$ cat src/rtl/nn_sched.sv
// -----------------------------------------------------------------------------
// nn_sched
//   Sequencer for a 784-30-15-10 dense classifier that time-multiplexes one
//   shared FP32 multiply-accumulate datapath. Walks every neuron of the three
//   layers and emits weight-ROM reads, activation reads, accumulate enables,
//   bias substitution and activation-buffer writes. The datapath only obeys
//   these strobes; no data passes through this block.
//
// Parameters
//   RD_LAT  read latency of weight ROM / activation buffers (>= 1)
//   AW      weight-ROM address width
//
// Ports
//   Clk, Reset_n   clock (rising edge), asynchronous active-low reset
//   start          begin one inference (only sampled in IDLE)
//   stall          hold issue while in MAC (memory not ready)
//   busy, done     run in progress / one-cycle completion pulse
//   layer          current layer 0..2
//   w_rd, w_addr   weight/bias read strobe and address
//   act_rd_addr    activation index i
//   act_src        0 image bit, 1 buffer A, 2 buffer B (issue-aligned)
//   act_one        substitute 1.0 for the activation (bias term)
//   acc_en         accumulate product (w_rd delayed by RD_LAT)
//   acc_clr        clear accumulator at this edge
//   act_wr, act_wr_addr, act_wr_sel, relu_en
//                  write accumulator result to neuron j of A(1)/B(2)/logits(3)
// -----------------------------------------------------------------------------
module nn_sched #(
  parameter int RD_LAT = 1,
  parameter int AW     = 15
) (
  input  logic          Clk,
  input  logic          Reset_n,
  input  logic          start,
  input  logic          stall,
  output logic          busy,
  output logic          done,
  output logic [1:0]    layer,
  output logic          w_rd,
  output logic [AW-1:0] w_addr,
  output logic [9:0]    act_rd_addr,
  output logic [1:0]    act_src,
  output logic          act_one,
  output logic          acc_en,
  output logic          acc_clr,
  output logic          act_wr,
  output logic [4:0]    act_wr_addr,
  output logic [1:0]    act_wr_sel,
  output logic          relu_en
);

  typedef enum logic [2:0] {
    S_IDLE,
    S_MAC,
    S_DRAIN,
    S_WRITE,
    S_DONE
  } state_e;

  localparam int DW = (RD_LAT > 1) ? $clog2(RD_LAT) : 1;

  state_e            state_q, state_d;
  logic [9:0]        i_q, i_d;
  logic [4:0]        j_q, j_d;
  logic [1:0]        layer_q, layer_d;
  logic [DW-1:0]     drain_q, drain_d;
  logic [RD_LAT-1:0] acc_sr_q, acc_sr_d;

  // Per-layer geometry
  logic [9:0]    n_in;
  logic [4:0]    n_out;
  logic [AW-1:0] w_base, b_base;
  logic [1:0]    src, dst;

  logic bias_term;
  logic last_neuron;
  logic issue;

  always_comb begin
    // NOTE: every combinational output gets a default before the case so no
    // path leaves it unassigned and no latch is inferred.
    n_in   = 10'd784;
    n_out  = 5'd30;
    w_base = '0;
    b_base = AW'(23520);
    src    = 2'd0;
    dst    = 2'd1;
    case (layer_q)
      2'd1: begin
        n_in   = 10'd30;
        n_out  = 5'd15;
        w_base = AW'(23550);
        b_base = AW'(24000);
        src    = 2'd1;
        dst    = 2'd2;
      end
      2'd2: begin
        n_in   = 10'd15;
        n_out  = 5'd10;
        w_base = AW'(24015);
        b_base = AW'(24165);
        src    = 2'd2;
        dst    = 2'd3;
      end
      default: ;
    endcase
  end

  // The issue slot after the last activation is the bias term.
  assign bias_term   = (i_q == n_in);
  assign last_neuron = (j_q == n_out - 5'd1);
  assign issue       = (state_q == S_MAC) && !stall;

  always_comb begin
    state_d = state_q;
    i_d     = i_q;
    j_d     = j_q;
    layer_d = layer_q;
    drain_d = drain_q;

    // acc_en is w_rd delayed by RD_LAT, matching the memory read latency.
    acc_sr_d    = '0;
    acc_sr_d[0] = issue;
    for (int k = 1; k < RD_LAT; k++) acc_sr_d[k] = acc_sr_q[k-1];

    case (state_q)
      S_IDLE: begin
        if (start) begin
          state_d = S_MAC;
          i_d     = '0;
          j_d     = '0;
          layer_d = '0;
          drain_d = '0;
        end
      end
      S_MAC: begin
        if (!stall) begin
          if (bias_term) begin
            state_d = S_DRAIN;
            drain_d = '0;
          end else begin
            i_d = i_q + 10'd1;
          end
        end
      end
      S_DRAIN: begin
        if (drain_q == DW'(RD_LAT - 1)) state_d = S_WRITE;
        else                            drain_d = drain_q + 1'b1;
      end
      S_WRITE: begin
        i_d = '0;
        if (!last_neuron) begin
          j_d     = j_q + 5'd1;
          state_d = S_MAC;
        end else if (layer_q != 2'd2) begin
          layer_d = layer_q + 2'd1;
          j_d     = '0;
          state_d = S_MAC;
        end else begin
          // Park counters at zero so layer reads 0 while idle.
          layer_d = '0;
          j_d     = '0;
          state_d = S_DONE;
        end
      end
      S_DONE:  state_d = S_IDLE;
      default: state_d = S_IDLE;
    endcase
  end

  // NOTE: sequential state uses non-blocking assignments only; the delay line
  // resets with everything else so no stale acc_en survives a mid-run reset.
  always_ff @(posedge Clk or negedge Reset_n) begin
    if (!Reset_n) begin
      state_q  <= S_IDLE;
      i_q      <= '0;
      j_q      <= '0;
      layer_q  <= '0;
      drain_q  <= '0;
      acc_sr_q <= '0;
    end else begin
      state_q  <= state_d;
      i_q      <= i_d;
      j_q      <= j_d;
      layer_q  <= layer_d;
      drain_q  <= drain_d;
      acc_sr_q <= acc_sr_d;
    end
  end

  // Address generation; operands are widened to AW before the multiply so
  // i*N_out (up to 23520) is not truncated to the 10-bit index width.
  always_comb begin
    w_addr      = '0;
    act_rd_addr = '0;
    act_src     = '0;
    if (state_q == S_MAC) begin
      act_src = src;
      if (bias_term) begin
        w_addr = b_base + AW'(j_q);
      end else begin
        w_addr      = w_base + AW'(i_q) * AW'(n_out) + AW'(j_q);
        act_rd_addr = i_q;
      end
    end
  end

  assign busy        = (state_q == S_MAC) || (state_q == S_DRAIN) || (state_q == S_WRITE);
  assign done        = (state_q == S_DONE);
  assign layer       = layer_q;
  assign w_rd        = issue;
  assign act_one     = issue && bias_term;
  assign acc_en      = acc_sr_q[RD_LAT-1];
  assign act_wr      = (state_q == S_WRITE);
  assign acc_clr     = (state_q == S_WRITE);
  assign act_wr_addr = (state_q == S_WRITE) ? j_q : 5'd0;
  assign act_wr_sel  = (state_q == S_WRITE) ? dst : 2'd0;
  assign relu_en     = (state_q == S_WRITE) && (layer_q != 2'd2);

endmodule

$ cat config.mk
export PLATFORM = sky130hd
export DESIGN_NAME = nn_sched
export DESIGN_NICKNAME = d
export VERILOG_FILES = /design/src/rtl/nn_sched.sv
export SDC_FILE = /design/constraint.sdc
export NUM_CORES = 1
export LEC_CHECK = 0
export BUFFER_PORTS_ARGS = -buffer_cell sky130_fd_sc_hd__buf_4
export CAP_MARGIN = 20
export CORE_UTILIZATION = 45
export DETAILED_ROUTE_END_ITERATION = 7
export SLEW_MARGIN = 10
export SYNTH_ARGS = -nofsm -noshare
export SYNTH_HDL_FRONTEND = slang
export SYNTH_SLANG_ARGS = --single-unit
export TNS_END_PERCENT = 50
$ cat constraint.sdc
create_clock -name Clk -period 9.1 [get_ports Clk]
set_input_delay 0.455 -clock Clk [delete_from_list [all_inputs] [get_ports Clk]]
set_output_delay 0.455 -clock Clk [all_outputs]
set_load 0.05 [all_outputs]
==> impl_metrics.ini <==
[yosys]
ys_seq_elements = 21
synth.distinct_cells = 48
synth_edf_count = 0
yosysSeqAreaShare_pct = 14.16
synth_top_area_cell = fa_1
syn_inst = 449
synth_top_area_share_pct = 21.04
async_reset_ff_share_pct = 100.0
synth_nets = 545
netlist_area_sq_um = 3711
ys_top_cells_by_area = fa_1 (21%), ha_1 (18%), dfrtp_1 (14%), inv_1 (8.0%), nor2_1 (4.8%)
syn_avg_cell_area_sq_um = 8.265
synthFlopType = dfrtp_1
ys_warn_count = 0

[worst_setup_path]
cp.arrival_ns = 5.99
r2r_cells = 11
cp.required_ns = 8.65
cp_max_fo = 15
startpoint_type = register
r2r_end = i_q[9]
r2r_start = layer[0]
crit_type = register to output port
cp-startpoint = layer[0]
cp-end-kind = output port
rrSetupSlack_ns = 5.22

[sta]
timing.final.hold_violations = 0
setup_viol = 0
max_freq_ghz = 0.1552
period_needed_ns = 6.444
relSlewSlack_pct = 53.07
tightest_slew_ns = 0.7039
finalCritPeriodShare_pct = 70.81
tns_ns = 0
finClkSkew_ns = 0.004626
drv_slew = 0
rsz0062_at_grt = no

[cells_and_area]
drive_gt1_share_pct = 11.70
antennaDiodeCount = 0
area_delta_synth_final_pct = 12.74
nets = 584

[cts]
postCtsSetupRepairBufs = 0
hold_buffers = 0
clkSlewWorstSetupHoldPaths_ns = 0.08
cts_inserted_buffers = 3
clk_latency_ns = 0.27
cts.path.max_buffers = 2
cts_tree = done
cts_resized = 0
clock_sinks = 21
htree_levels = 1
root_buffer = clkbuf_8

[route]
ant_nets = 0
drt-total-wl_microns = 9010
dr.pass1.iters = 4
num_vias = 3127
viasPerCell = 5.309
post_drt_wl_per_cell_microns = 15.30
drtIter0Drc = 119
drc = 0

[global_routing]
grt_max_degree = 34
grt_usage_pct = 22.45
grt_pass1_vias = 3097
grt_pass1_wl_microns = 15280
antenna_found_initial = 0
grt_overflow = 0

[floorplanning]
pin_count = 48
initial_core_util_pct = 47.29
core_area_sq_um = 7848
die_w_microns = 92.81
rows = 32
dieArea_sq_um = 8614
die_h_microns = 92.81

[worst_hold_path]
hold_class = input pin to async pin

[status]
status = finished clean

[place]
io_buffers = 47
post-dp-hpwl_microns = 7178
gp_congestion = 0.8434

[run]
drv_cap = 0
area by class of cell:
class / count / area (sq um)
repair buffers: 50 / 375.4
clock inverters: 1 / 5.005
fillers: 795 / 3664
inverters: 80 / 300.3
clock buffers: 3 / 41.29
flip-flops and latches: 21 / 525.5
multi-input cells: 332 / 2809
well taps: 102 / 127.6
synth_stat cells, types with 2 or more instances:
cell type  number
or3_1           3
xnor2_1        17
nand3_1         8
a21oi_1        22
nor3_1          6
buf_2           4
nand2_1        37
a31oi_1         4
clkbuf_1        8
or4_1           2
o211a_1         2
o31ai_1         3
a21o_1          6
nand3b_1        2
ha_1           53
and3_1         12
xor2_1          7
buf_1           2
o21ai_0        14
nand2b_1        2
inv_1          79
nand4_1        10
nor2b_1         4
nor4b_1         3
mux2i_1         3
fa_1           39
nor2_1         47
a211oi_1        3
and2_1          7
o41ai_1         2
dfrtp_1        21
layout by cell type (no fill, tap or decap), types with 4 or more instances in the layout:
cell / n
ha_1: 53
nor2_1: 47
xor2_1: 7
a31oi_1: 4
and3_1: 12
nor2b_1: 4
fa_1: 39
a21oi_1: 22
o21ai_0: 14
xnor2_1: 17
dfrtp_1: 21
buf_4: 50
a21o_1: 6
nor3_1: 6
nand4_1: 10
and2_1: 7
nand3_1: 8
nand2_1: 37
inv_1: 79
worst max-delay path, cell delays in order, from the launching register on:
cell and delay (ns):
dfrtp_1 0.42, inv_1 0.11, ha_1 0.54, inv_1 0.58
ha_1 0.28, inv_1 0.06, fa_1 0.49, inv_1 0.05
fa_1 0.53, inv_1 0.06, fa_1 0.54, inv_1 0.04
ha_1 0.28, ha_1 0.36, a21oi_1 0.21, o21ai_0 0.12
or4_1 0.42, o22ai_1 0.17, xnor2_1 0.10, a21oi_1 0.15
buf_4 0.21
sequential cells by signal (all words and copies together) (netlist names):
register	flops
state_q	3
acc_en	1
layer	2
j_q	5
i_q	10
worst max-delay path by stage:
| stage | endpoint | slack (ns) | depth (start not counted) |
|---|---|---|---|
| 2_1_floorplan | w_addr[9] | 2.50 | 18 |
| 3_3_place_gp | w_addr[14] | 3.09 | 20 |
| 3_5_place_dp | w_addr[14] | 2.94 | 20 |
| 4_1_cts | w_addr[14] | 2.64 | 20 |
| 5_1_grt | w_addr[14] | 2.27 | 20 |
| 6_report | w_addr[14] | 2.66 | 20 |
cells by family after synthesis:
kind of cell               share of synthesized area [%]
AOI/OAI and AO/OA                                  10.76
xor gates and xnor gates                           5.664
adders and majority gates                          38.91
buffers and inverters                              10.15
DFF                                                14.16
muxes                                              1.113
and+or+nand+nor                                    19.25
routing by layer:
metal | part of all wire [%] | vias up | track usage, %
met4 | 0.44 | 0 | 2.821
met5 | 0 | - | 0
met1 | 50 | 1517 | 32.87
li1 | - | 1547 | -
met2 | 47 | 57 | 36.34
met3 | 2.9 | 6 | 2.709
metrics by stage:
| step | instance area [sq um] | util (%) | worst slack [ns] | std cells | hold WS [ns] |
|---|---|---|---|---|---|
| 2_1_floorplan | 3711 | - | 2.500 | 449 | 0.1594 |
| 3_3_place_gp | 4138 | 52.73 | 3.095 | 585 | 0.3570 |
| 3_5_place_dp | 4138 | 52.73 | 2.944 | 585 | 0.3591 |
| 4_1_cts | 4184 | 53.32 | 2.638 | 589 | 0.06493 |
| 5_1_grt | 4184 | 53.32 | 2.271 | 589 | 0.06761 |
| 6_report | 4184 | 53.32 | 2.656 | 589 | 0.05874 |
Power is left out: the tool's default activity adds up to more than one toggle a clock period on the data nets, which glitch-free logic cannot reach.
